File: src/rtl/order_sched_pkg.sv
// Shared types and constants for the order scheduler slice: FSM states,
// MsgSeqNum wrap value and the field layout of a requester's order bundle.
package order_sched_pkg;

  typedef enum logic [1:0] {
    ST_IDLE      = 2'd0,
    ST_LAUNCH    = 2'd1,
    ST_WAIT_LAST = 2'd2,
    ST_GAP       = 2'd3
  } state_t;

  // MsgSeqNum never takes the value 0; it restarts here after all-ones.
  localparam logic [31:0] SEQ_WRAP_VAL = 32'd1;

  localparam int REQ_W_DEFAULT = 96;

  // Layout of one requester's req_data slice (LSB offsets and widths).
  localparam int ORD_ID_LSB = 0;
  localparam int ORD_ID_W   = 32;
  localparam int PRICE_LSB  = 32;
  localparam int PRICE_W    = 32;
  localparam int QTY_LSB    = 64;
  localparam int QTY_W      = 16;
  localparam int SIDE_LSB   = 80;
  localparam int SIDE_W     = 1;
  localparam int SYM_LSB    = 81;
  localparam int SYM_W      = 15;

  function automatic logic [31:0] seq_next(input logic [31:0] seq);
    return (seq == 32'hFFFF_FFFF) ? SEQ_WRAP_VAL : seq + 32'd1;
  endfunction

endpackage

File: src/rtl/order_sched_rr_arbiter.sv
// Combinational round-robin arbiter: searches upward from pointer+1 (mod
// NUM_REQ) for the first active request. The pointer register lives in the parent.
module order_sched_rr_arbiter #(
  parameter int NUM_REQ = 4,
  localparam int IW = $clog2(NUM_REQ)
) (
  input  logic [NUM_REQ-1:0] i_req,
  input  logic [IW-1:0]      i_ptr,
  input  logic               i_en,
  output logic [NUM_REQ-1:0] o_grant,
  output logic [IW-1:0]      o_idx,
  output logic               o_any
);

  logic          w_found;
  logic [IW-1:0] w_j;

  assign o_any = |i_req;

  // Priority search starting just above the last winner.
  always_comb begin
    o_idx   = '0;
    w_found = 1'b0;
    w_j     = '0;
    for (int k = 1; k <= NUM_REQ; k++) begin
      w_j = IW'((int'(i_ptr) + k) % NUM_REQ);
      if (!w_found && i_req[w_j]) begin
        w_found = 1'b1;
        o_idx   = w_j;
      end else begin
        w_found = w_found;
      end
    end
  end

  // One-hot acceptance strobe, only while the parent allows a launch.
  always_comb begin
    o_grant = '0;
    if (i_en && o_any) begin
      o_grant[o_idx] = 1'b1;
    end else begin
      o_grant = '0;
    end
  end

endmodule

File: src/rtl/order_sched.sv
// Order scheduler: round-robin grant, MsgSeqNum assignment and one-cycle
// launch pulse to the frame builder. Optional launch-rate limit: ORDER_THROTTLE_EN.
module order_sched
  import order_sched_pkg::*;
#(
  parameter int          NUM_REQ         = 4,
  parameter int          REQ_W           = REQ_W_DEFAULT,
  parameter logic [31:0] SEQ_INIT        = 32'd1,
  parameter int          GAP_CYCLES      = 2,
  parameter int          TIMEOUT         = 8,
  parameter int          THROTTLE_WINDOW = 1024,
  parameter int          THROTTLE_MAX    = 8
) (
  input  logic                       clk,
  input  logic                       resetn,
  input  logic [NUM_REQ-1:0]         req_valid,
  input  logic [NUM_REQ*REQ_W-1:0]   req_data,
  output logic [NUM_REQ-1:0]         req_ready,
  input  logic                       tx_ready,
  input  logic                       pl_tlast,
  input  logic                       pl_tvalid,
  output logic                       pl_enable,
  output logic [31:0]                pl_seq_num,
  output logic [REQ_W-1:0]           pl_req_data,
  output logic [$clog2(NUM_REQ)-1:0] pl_grant_id,
  output logic                       busy,
  output logic [31:0]                frames_sent,
  output logic                       timeout_err
);

  localparam int IW = $clog2(NUM_REQ);
  localparam int TW = (TIMEOUT > 1) ? $clog2(TIMEOUT) : 1;
  localparam int GW = (GAP_CYCLES > 1) ? $clog2(GAP_CYCLES) : 1;
  localparam logic [TW-1:0] TO_LAST  = TW'(TIMEOUT - 1);
  localparam logic [GW-1:0] GAP_LAST = GW'((GAP_CYCLES > 0) ? GAP_CYCLES - 1 : 0);

  state_t           r_state;
  logic [IW-1:0]    r_ptr;
  logic [TW-1:0]    r_to_cnt;
  logic [GW-1:0]    r_gap_cnt;
  logic             r_pl_enable;
  logic [31:0]      r_seq;
  logic [REQ_W-1:0] r_req_data;
  logic [IW-1:0]    r_grant_id;
  logic             r_busy;
  logic [31:0]      r_frames;
  logic             r_timeout_err;

  logic             w_any;
  logic             w_throttled;
  logic             w_launch_ok;
  logic             w_tlast_hit;
  logic [IW-1:0]    w_idx;
  logic [REQ_W-1:0] w_sel_data;

  assign w_launch_ok = (r_state == ST_IDLE) & w_any & tx_ready & ~w_throttled;
  assign w_tlast_hit = pl_tvalid & pl_tlast;
  assign w_sel_data  = req_data[int'(w_idx)*REQ_W +: REQ_W];

  order_sched_rr_arbiter #(.NUM_REQ(NUM_REQ)) u_arb (
    .i_req   (req_valid),
    .i_ptr   (r_ptr),
    .i_en    (w_launch_ok),
    .o_grant (req_ready),
    .o_idx   (w_idx),
    .o_any   (w_any)
  );

`ifdef ORDER_THROTTLE_EN
  localparam int WW = (THROTTLE_WINDOW > 1) ? $clog2(THROTTLE_WINDOW) : 1;
  localparam int LW = $clog2(THROTTLE_MAX + 1);
  localparam logic [WW-1:0] WIN_LAST = WW'(THROTTLE_WINDOW - 1);

  logic [WW-1:0] r_win_cnt;
  logic [LW-1:0] r_launch_cnt;

  // Rate window: a launch landing on the wrap cycle counts toward the new window.
  always_ff @(posedge clk) begin
    if (!resetn) begin
      r_win_cnt    <= '0;
      r_launch_cnt <= '0;
    end else if (r_win_cnt == WIN_LAST) begin
      r_win_cnt    <= '0;
      r_launch_cnt <= (r_state == ST_LAUNCH) ? LW'(1) : '0;
    end else begin
      r_win_cnt    <= r_win_cnt + WW'(1);
      r_launch_cnt <= (r_state == ST_LAUNCH) ? r_launch_cnt + LW'(1) : r_launch_cnt;
    end
  end

  assign w_throttled = (r_launch_cnt == LW'(THROTTLE_MAX));
`else
  assign w_throttled = 1'b0;
`endif

  // Scheduler FSM with all builder-facing outputs registered.
  always_ff @(posedge clk) begin
    if (!resetn) begin
      r_state       <= ST_IDLE;
      r_ptr         <= IW'(NUM_REQ - 1);
      r_to_cnt      <= '0;
      r_gap_cnt     <= '0;
      r_pl_enable   <= 1'b0;
      r_seq         <= SEQ_INIT;
      r_req_data    <= '0;
      r_grant_id    <= '0;
      r_busy        <= 1'b0;
      r_frames      <= 32'd0;
      r_timeout_err <= 1'b0;
    end else begin
      r_pl_enable <= 1'b0;
      case (r_state)
        ST_IDLE: begin
          if (w_launch_ok) begin
            r_req_data  <= w_sel_data;
            r_grant_id  <= w_idx;
            r_ptr       <= w_idx;
            r_pl_enable <= 1'b1;
            r_busy      <= 1'b1;
            r_state     <= ST_LAUNCH;
          end else begin
            r_state <= ST_IDLE;
          end
        end
        ST_LAUNCH: begin
          r_to_cnt <= '0;
          r_state  <= ST_WAIT_LAST;
        end
        ST_WAIT_LAST: begin
          // A timed-out frame still consumes its sequence number.
          if (w_tlast_hit || (r_to_cnt == TO_LAST)) begin
            r_seq     <= seq_next(r_seq);
            r_gap_cnt <= '0;
            if (w_tlast_hit) begin
              r_frames <= r_frames + 32'd1;
            end else begin
              r_timeout_err <= 1'b1;
            end
            if (GAP_CYCLES == 0) begin
              r_state <= ST_IDLE;
              r_busy  <= 1'b0;
            end else begin
              r_state <= ST_GAP;
            end
          end else begin
            r_to_cnt <= r_to_cnt + TW'(1);
          end
        end
        ST_GAP: begin
          if (r_gap_cnt == GAP_LAST) begin
            r_state <= ST_IDLE;
            r_busy  <= 1'b0;
          end else begin
            r_gap_cnt <= r_gap_cnt + GW'(1);
          end
        end
        default: begin
          r_state <= ST_IDLE;
          r_busy  <= 1'b0;
        end
      endcase
    end
  end

  assign pl_enable   = r_pl_enable;
  assign pl_seq_num  = r_seq;
  assign pl_req_data = r_req_data;
  assign pl_grant_id = r_grant_id;
  assign busy        = r_busy;
  assign frames_sent = r_frames;
  assign timeout_err = r_timeout_err;

endmodule

File: config.mk
export PLATFORM = sky130hd
export DESIGN_NAME = order_sched
export DESIGN_NICKNAME = d
export VERILOG_FILES = /design/src/rtl/order_sched_pkg.sv /design/src/rtl/order_sched_rr_arbiter.sv /design/src/rtl/order_sched.sv
export SDC_FILE = /design/constraint.sdc
export NUM_CORES = 1
export LEC_CHECK = 0
export ABC_AREA = 0
export CAP_MARGIN = 20
export CORE_AREA = 2 2 219 221
export DETAILED_ROUTE_END_ITERATION = 16
export DIE_AREA = 0 0 221 223
export GPL_TIMING_DRIVEN = 0
export PLACE_DENSITY_LB_ADDON = 0.3
export REMOVE_ABC_BUFFERS = 1
export SETUP_SLACK_MARGIN = 0.2
export SLEW_MARGIN = 0
export SYNTH_ARGS = -nofsm -noshare
export SYNTH_HDL_FRONTEND = slang
export SYNTH_SLANG_ARGS = --single-unit
File: constraint.sdc
create_clock -name clk -period 2.5 [get_ports clk]
set_clock_uncertainty 0.05 [all_clocks]
set_input_delay 0.5 -clock clk [delete_from_list [all_inputs] [get_ports clk]]
set_output_delay 0.5 -clock clk [all_outputs]
set_load 0.02 [all_outputs]
==> flow_metrics.py, run 1 <==
metrics = {
    "sta": {
        "max_freq_ghz": 0.3898,
        "fin_crit_sh_pct": 102.6,
        "setup_ws_ns": -0.06562,
        "relSlewSlack_pct": 55.05,
        "tightest_slew_ns": 0.6742,
        "rsz0062_at_grt": "yes",
        "hold_viol": 0,
        "drv_slew": 0,
        "setup_viol": 9,
        "final.min_clock_period_ns": 2.566,
    },
    "logic_synthesis": {
        "synthCells": 1003,
        "yosys.area.top_type": "dfxtp_1",
        "ys_seq_area_share_pct": 37.57,
        "synth_fa_ha_area_share_pct": 1.222,
        "synth_top_family_by_area": "multiplexers",
        "synth_compound_area_share_pct": 14.54,
        "yosys_warnings": 0,
        "yosys-top-cells-area": "dfxtp_1, mux2i_1, o221ai_1",
        "ys_ff_latch": 173,
        "synthSimpleGateAreaFrac_pct": 17.65,
        "synth_area_um2": 9218,
        "avgSynthCellArea_um2": 9.190,
        "synth_edf_count": 0,
        "synth.distinct_cells": 43,
        "synth_mux_area_share_pct": 22.82,
        "synth_top_flop_cell": "dfxtp_1",
        "synth-async-reset-ratio_pct": 0,
        "synth_top_area_share_pct": 37.57,
        "synth_xor_area_share_pct": 1.805,
    },
    "routing": {
        "wl_per_cell_um": 22.13,
        "top_layer_used": "met5",
        "detail-route-antenna-nets": 0,
        "totalWireLength_mm": 49.36,
        "drc": 0,
        "wl_met1_mm": 19.49,
        "drt-pass1-iter-count": 5,
        "drt_iter0_drc": 534,
        "routed-via-count": 10460,
        "met2_wirelength_mm": 25.20,
        "vias_per_cell": 4.691,
        "route.met3.wl_mm": 3.169,
    },
    "power_and_ir_drop": {
        "switching_power_w": 0.004334,
        "clock_power_share_pct": 24.1,
        "switching_share_pct": 34.86,
        "p_int_w": 0.008097,
        "ir_drop_mv": 0.4281,
        "pwr-share-comb_pct": 47.5,
        "power_leakage_nw": 6.306,
        "power_frac_seq_pct": 28.5,
        "power.total_w": 0.01243,
        "pwr_density_cell_nw_per_um2": 704.9,
    },
    "die": {
        "die_x_um": 221,
        "coreArea_um2": 47150,
        "design.die.area_um2": 49280,
        "die_h_um": 223,
        "start_util_pct": 19.55,
        "pin_count": 562,
        "num_rows": 80,
    },
    "cts": {
        "clock-root-buffer": "clkbuf_16",
        "clk_latency_ns": 0.49,
        "cts_tree": "built",
        "cts_sinks": 173,
        "htreeDepth": 4,
        "path_clk_slew_ns": 0.07,
        "cts_buffers": 17,
        "clock_path_buffers": 2,
    },
    "grt": {
        "grt_pass1_wl_mm": 70.18,
        "grtUsageTotal_pct": 19.29,
        "first_global_vias": 10520,
        "grt_max_degree": 36,
        "grt_overflow": 0,
        "antenna_found_initial": 22,
    },
    "placement": {
        "post_dp_cell_area_um2": 15830,
        "dp_cells": 2125,
        "hpwl_mm": 36.92,
        "place_congestion": 0.8349,
        "pre_cts_ws_ns": -2.196,
        "port_buffers": 561,
    },
    "critical_path": {
        "cpMaxStageDelayCell": "dlygate4sd2_1",
        "crit_type": "in2reg",
        "path_common_cell": "buf_12",
        "cpPeakStageDelay_ns": 0.31,
        "crit_family": "buffers and inverters",
        "cp.required_ns": 2.82,
        "critPathBufInv": 11,
        "crit_cells": 15,
        "arrival_ns": 2.89,
        "worst-path-max-fanout": 8,
        "reg2reg_to": "pl_req_data[26]",
        "startpoint_type": "input pin",
        "ff2ff_path_depth": 14,
        "critPathCaptureType": "flip-flop",
        "rrSetupSlack_ns": -0.06,
        "path_cells": "dlygate4sd2_1, o21a_1, a211oi_4, buf_12, buf_16, buf_12, buf_12, buf_12, buf_12, buf_12, buf_8, buf_12, buf_16, mux2i_4, o221ai_2",
        "reg2reg_from": "r_ptr[0]",
    },
    "worst_hold_path": {
        "worstHoldPathCells": 2,
        "min_from": "resetn",
        "min_path_type": "in2reg",
        "hold_path_end": "r_ptr[0]",
    },
    "finish": {
        "fin_nets": 1989,
        "ff_latch_area_um2": 3471,
        "final_core_util_pct": 37.40,
        "area_growth_pct": 91.31,
        "drive_gt1_share_pct": 11.44,
        "multi_input_area_um2": 5797,
        "nFillCells": 4769,
        "final_cells": 2230,
        "fin_area_um2": 17630,
    },
    "job": {
        "drv_cap": 0,
    },
    "run_status": {
        "failed_checks": "negative setup slack",
        "status": "finished, violations left",
    },
}
[worst reg2reg max path, cell delays in order (launching register included)]
cell and delay [ns]:
dfxtp_4 0.36, nand2b_4 0.16, a211oi_4 0.33, buf_12 0.15
buf_16 0.10, buf_12 0.10, buf_12 0.09, buf_12 0.10
buf_12 0.10, buf_12 0.09, buf_8 0.09, buf_12 0.15
buf_16 0.16, mux2i_4 0.27, o221ai_2 0.12
[per-stage QoR]
stage / hold slack [ns] / TNS (ns)
final: 0.2701 / -0.2354
after global routing: 0.2698 / -1.808
after CTS: 0.2273 / -0.2176
after detailed placement: 0.3962 / -176.23
after global placement: 0.3917 / -2951.97
after floorplan: 0.4059 / -2067.11
[area by class of cell]
cell class	instances	area share [%]
Inverter	14	0.3193
Antenna cell	15	0.2129
Sequential cell	173	19.68
Clock buffer	22	2.576
Multi-Input combinational cell	738	32.87
Tap cell	615	4.364
Timing Repair Buffer	643	39.05
Clock inverter	10	0.9224
[cells by family after synthesis]
family,Yosys count
compound gates,175
mux,210
flops,173
xor+xnor,19
buf+inv,95
simple gates,322
fa+ha+maj,9
[sequential cells by signal, indices dropped and copies added (netlist names)]
signal and count:
timeout_err 1, busy 1, pl_enable 1, r_to_cnt 3
pl_grant_id 2, r_gap_cnt 1, pl_req_data 96, r_ptr 2
pl_seq_num 32, frames_sent 32, r_state 2
[synth_stat cells (10+ instances only)]
library cell	number
o221ai_1	96
buf_2	27
inv_1	14
nand4_1	20
mux2i_1	209
xor2_1	12
nor2_1	31
or4_1	22
clkbuf_1	42
o31ai_1	23
nor4_1	19
nand2_1	140
nand2b_1	21
a21oi_1	31
buf_1	10
dfxtp_1	173
nand3_1	22
[cell usage in the layout (no fill, tap or decap), types with 12 or more instances in the layout]
cell | netlist | routed
clkdlybuf4s50_1 | 0 | 551
mux2i_1 | 209 | 195
dfxtp_1 | 173 | 169
nand2_1 | 140 | 138
o221ai_1 | 96 | 91
buf_4 | 0 | 33
a21oi_1 | 31 | 30
nor2_1 | 31 | 29
clkbuf_16 | 0 | 22
o31ai_1 | 23 | 21
nand2b_1 | 21 | 20
nand4_1 | 20 | 20
or4_1 | 22 | 20
nand3_1 | 22 | 20
buf_12 | 0 | 18
nor4_1 | 19 | 17
diode_2 | 0 | 15
buf_16 | 0 | 13
xor2_1 | 12 | 12
[routing by layer]
| metal | GRT usage (%) | up-vias |
|---|---|---|
| li1 | - | 4996 |
| met1 | 21.50 | 5052 |
| met2 | 33.48 | 344 |
| met3 | 6.045 | 68 |
| met4 | 8.941 | 2 |
| met5 | 0 | - |
[how the worst max path moves through the flow]
stage | start | to | slack (ns)
after floorplan | req_valid[1] | req_ready[0] | -21.61
after global placement | req_valid[1] | pl_req_data[90] | -31.17
after detailed placement | req_valid[1] | pl_req_data[26] | -2.20
after CTS | r_ptr[0] | req_ready[3] | -0.04
after global routing | r_ptr[0] | pl_req_data[26] | -0.14
final | req_valid[1] | pl_req_data[26] | -0.07
[repair_timing]
item	4_1_cts	5_1_grt
gates resized for setup	120	29
hold buffers	0	0
setup endpoints to repair	149	121
buffers inserted	37	9
cloned	7	5
pin swaps	21	8
[power by group through the flow]
stage          Sequential, W  Combinational (W)  Clock [W]
3_3_place_gp         0.00350            0.00404          0
5_1_grt              0.00360            0.00620    0.00319
3_5_place_dp         0.00358            0.00495          0
4_1_cts              0.00353            0.00564    0.00311
2_1_floorplan        0.00402            0.00170          0
6_report             0.00354            0.00590    0.00299
No activity file was read; power rests on OpenSTA's default activity.
==> run 2, diff against run 1 <==
--- a/config.mk
+++ b/config.mk
@@ -7,7 +7,9 @@
 export LEC_CHECK = 0
 export ABC_AREA = 0
 export CAP_MARGIN = 20
-export CORE_AREA = 2 2 219 221
+export CELL_PAD_IN_SITES_DETAIL_PLACEMENT = 1
+export CELL_PAD_IN_SITES_GLOBAL_PLACEMENT = 1
+export CORE_AREA = 10 10 211 213
 export DETAILED_ROUTE_END_ITERATION = 16
 export DIE_AREA = 0 0 221 223
 export GPL_TIMING_DRIVEN = 0
==> flow_metrics.py, run 2 (synthesis gave the netlist of run 1 again) <==
metrics = {
    "run_status": {
        "status": "finished clean",
    },
    "routing": {
        "routed-via-count": 10930,
        "totalWireLength_mm": 58.75,
        "drt-pass1-iter-count": 5,
        "detail-route-antenna-nets": 0,
        "wl_per_cell_um": 27.13,
        "drc": 0,
        "vias_per_cell": 5.048,
        "drt_iter0_drc": 477,
    },
    "cts": {
        "clock-root-buffer": "clkbuf_16",
        "cts_hold_buf": 0,
        "path_clk_slew_ns": 0.09,
        "htreeDepth": 4,
        "clk_latency_ns": 0.45,
        "cts_tree": "built",
        "cts_sinks": 173,
        "clock_path_buffers": 2,
        "cts_buffers": 17,
    },
    "finish": {
        "drive_gt1_share_pct": 13.99,
        "final_cells": 2165,
        "largest_reg_flops": 96,
        "multi_input_area_um2": 5912,
        "fin_area_um2": 17680,
        "nFillCells": 4534,
        "final_cell_mix": "clkdlybuf4s50_1, mux2i_1, dfxtp_1",
        "area_growth_pct": 91.84,
        "fin_nets": 2005,
        "final_common_cell": "clkdlybuf4s50_1",
        "ff_latch_area_um2": 3476,
    },
    "sta": {
        "final.min_clock_period_ns": 2.443,
        "relSlewSlack_pct": 53.53,
        "tns_ns": 0,
        "drv_slew": 0,
        "max_freq_ghz": 0.4093,
        "setup_ws_ns": 0.05662,
        "tightest_slew_ns": 0.6949,
        "rsz0062_at_grt": "yes",
        "hold_viol": 0,
        "fin_crit_sh_pct": 97.74,
        "hold-worst-slack_ns": 0.3161,
        "setup_viol": 0,
    },
    "die": {
        "pin_count": 562,
        "coreArea_um2": 40370,
        "die_h_um": 223,
        "design.die.area_um2": 49280,
        "die_x_um": 221,
        "num_rows": 74,
        "start_util_pct": 22.83,
    },
    "critical_path": {
        "cp.required_ns": 2.78,
        "critPathCaptureType": "flip-flop",
        "crit_type": "in2reg",
        "startpoint_type": "input pin",
        "worst-path-max-fanout": 7,
        "arrival_ns": 2.72,
    },
    "grt": {
        "grt_overflow": 0,
        "antenna_found_initial": 28,
        "grtUsageTotal_pct": 21.30,
        "grt_pass1_wl_mm": 79.38,
        "grt_max_degree": 68,
        "first_global_vias": 11150,
    },
    "worst_hold_path": {
        "min_path_type": "in2reg",
    },
    "placement": {
        "post_dp_cell_area_um2": 15660,
        "hpwl_mm": 42.32,
        "place_congestion": 0.8143,
        "dp_cells": 2041,
        "pre_cts_ws_ns": -1.762,
        "port_buffers": 561,
    },
    "power_and_ir_drop": {
        "power_leakage_nw": 6.362,
        "ir_drop_mv": 0.4338,
        "pwr_density_cell_nw_per_um2": 711.9,
    },
    "job": {
        "drv_cap": 0,
    },
}
[run 2: path summary, 6_finish.rpt]
check                                     start              end  slack [ns]  cells after the start
worst max-delay path               req_valid[0]  pl_req_data[85]        0.06                     14
worst max register to register         r_ptr[1]  pl_req_data[85]        0.07                     13
worst min-delay path                     resetn         r_ptr[1]        0.32                      2
worst min register to register  pl_req_data[93]  pl_req_data[93]        0.42                      2
[run 2: power breakdown]
group	switching, W	leakage [nW]	internal, W
Sequential	0.000306	1.41	0.00326
Combinational	0.00301	4.67	0.00328
Clock	0.00141	0.275	0.00133
Total	0.00472	6.36	0.00787
[run 2: metal layers]
layer | routed length [um] | vias to the layer above | global-route usage, %
met2 | 30150 | 354 | 37.32
li1 | - | 5044 | -
met4 | 1442 | 18 | 7.004
met3 | 4219 | 79 | 7.937
met1 | 22810 | 5435 | 23.28
met5 | 119 | - | 0
[run 2: metrics by stage]
step                      power [W]  util (%)
final                       0.01259     43.80
after global routing        0.01316     43.79
after CTS                   0.01195     41.87
after detailed placement   0.008612     38.80
after global placement     0.007619     37.52
after floorplan            0.005717         -
[run 2: what timing repair did]
action / 4_1_cts / 5_1_grt
setup endpoints to repair: 148 / 129
pin swaps: 21 / 14
resized for setup: 111 / 71
cloned: 4 / 15
buffers inserted: 35 / 21
[run 2: worst max-delay path, stage by stage]
cell	delay, ns
clkdlybuf4s15_2	0.25
o21a_1	0.23
a211oi_4	0.29
buf_6	0.15
buf_8	0.10
buf_12	0.10
buf_12	0.10
buf_12	0.10
buf_16	0.11
buf_12	0.10
buf_12	0.12
buf_6	0.15
mux2i_1	0.27
o221ai_2	0.13
[run 2: final cells by class]
class | count | area share, %
antenna | 17 | 0.2406
clock buffer | 17 | 2.406
clock inverter | 15 | 0.7995
inverter | 14 | 0.3538
multi-input combinational | 740 | 33.43
sequential | 173 | 19.66
tap | 532 | 3.764
timing repair buffer | 657 | 39.35
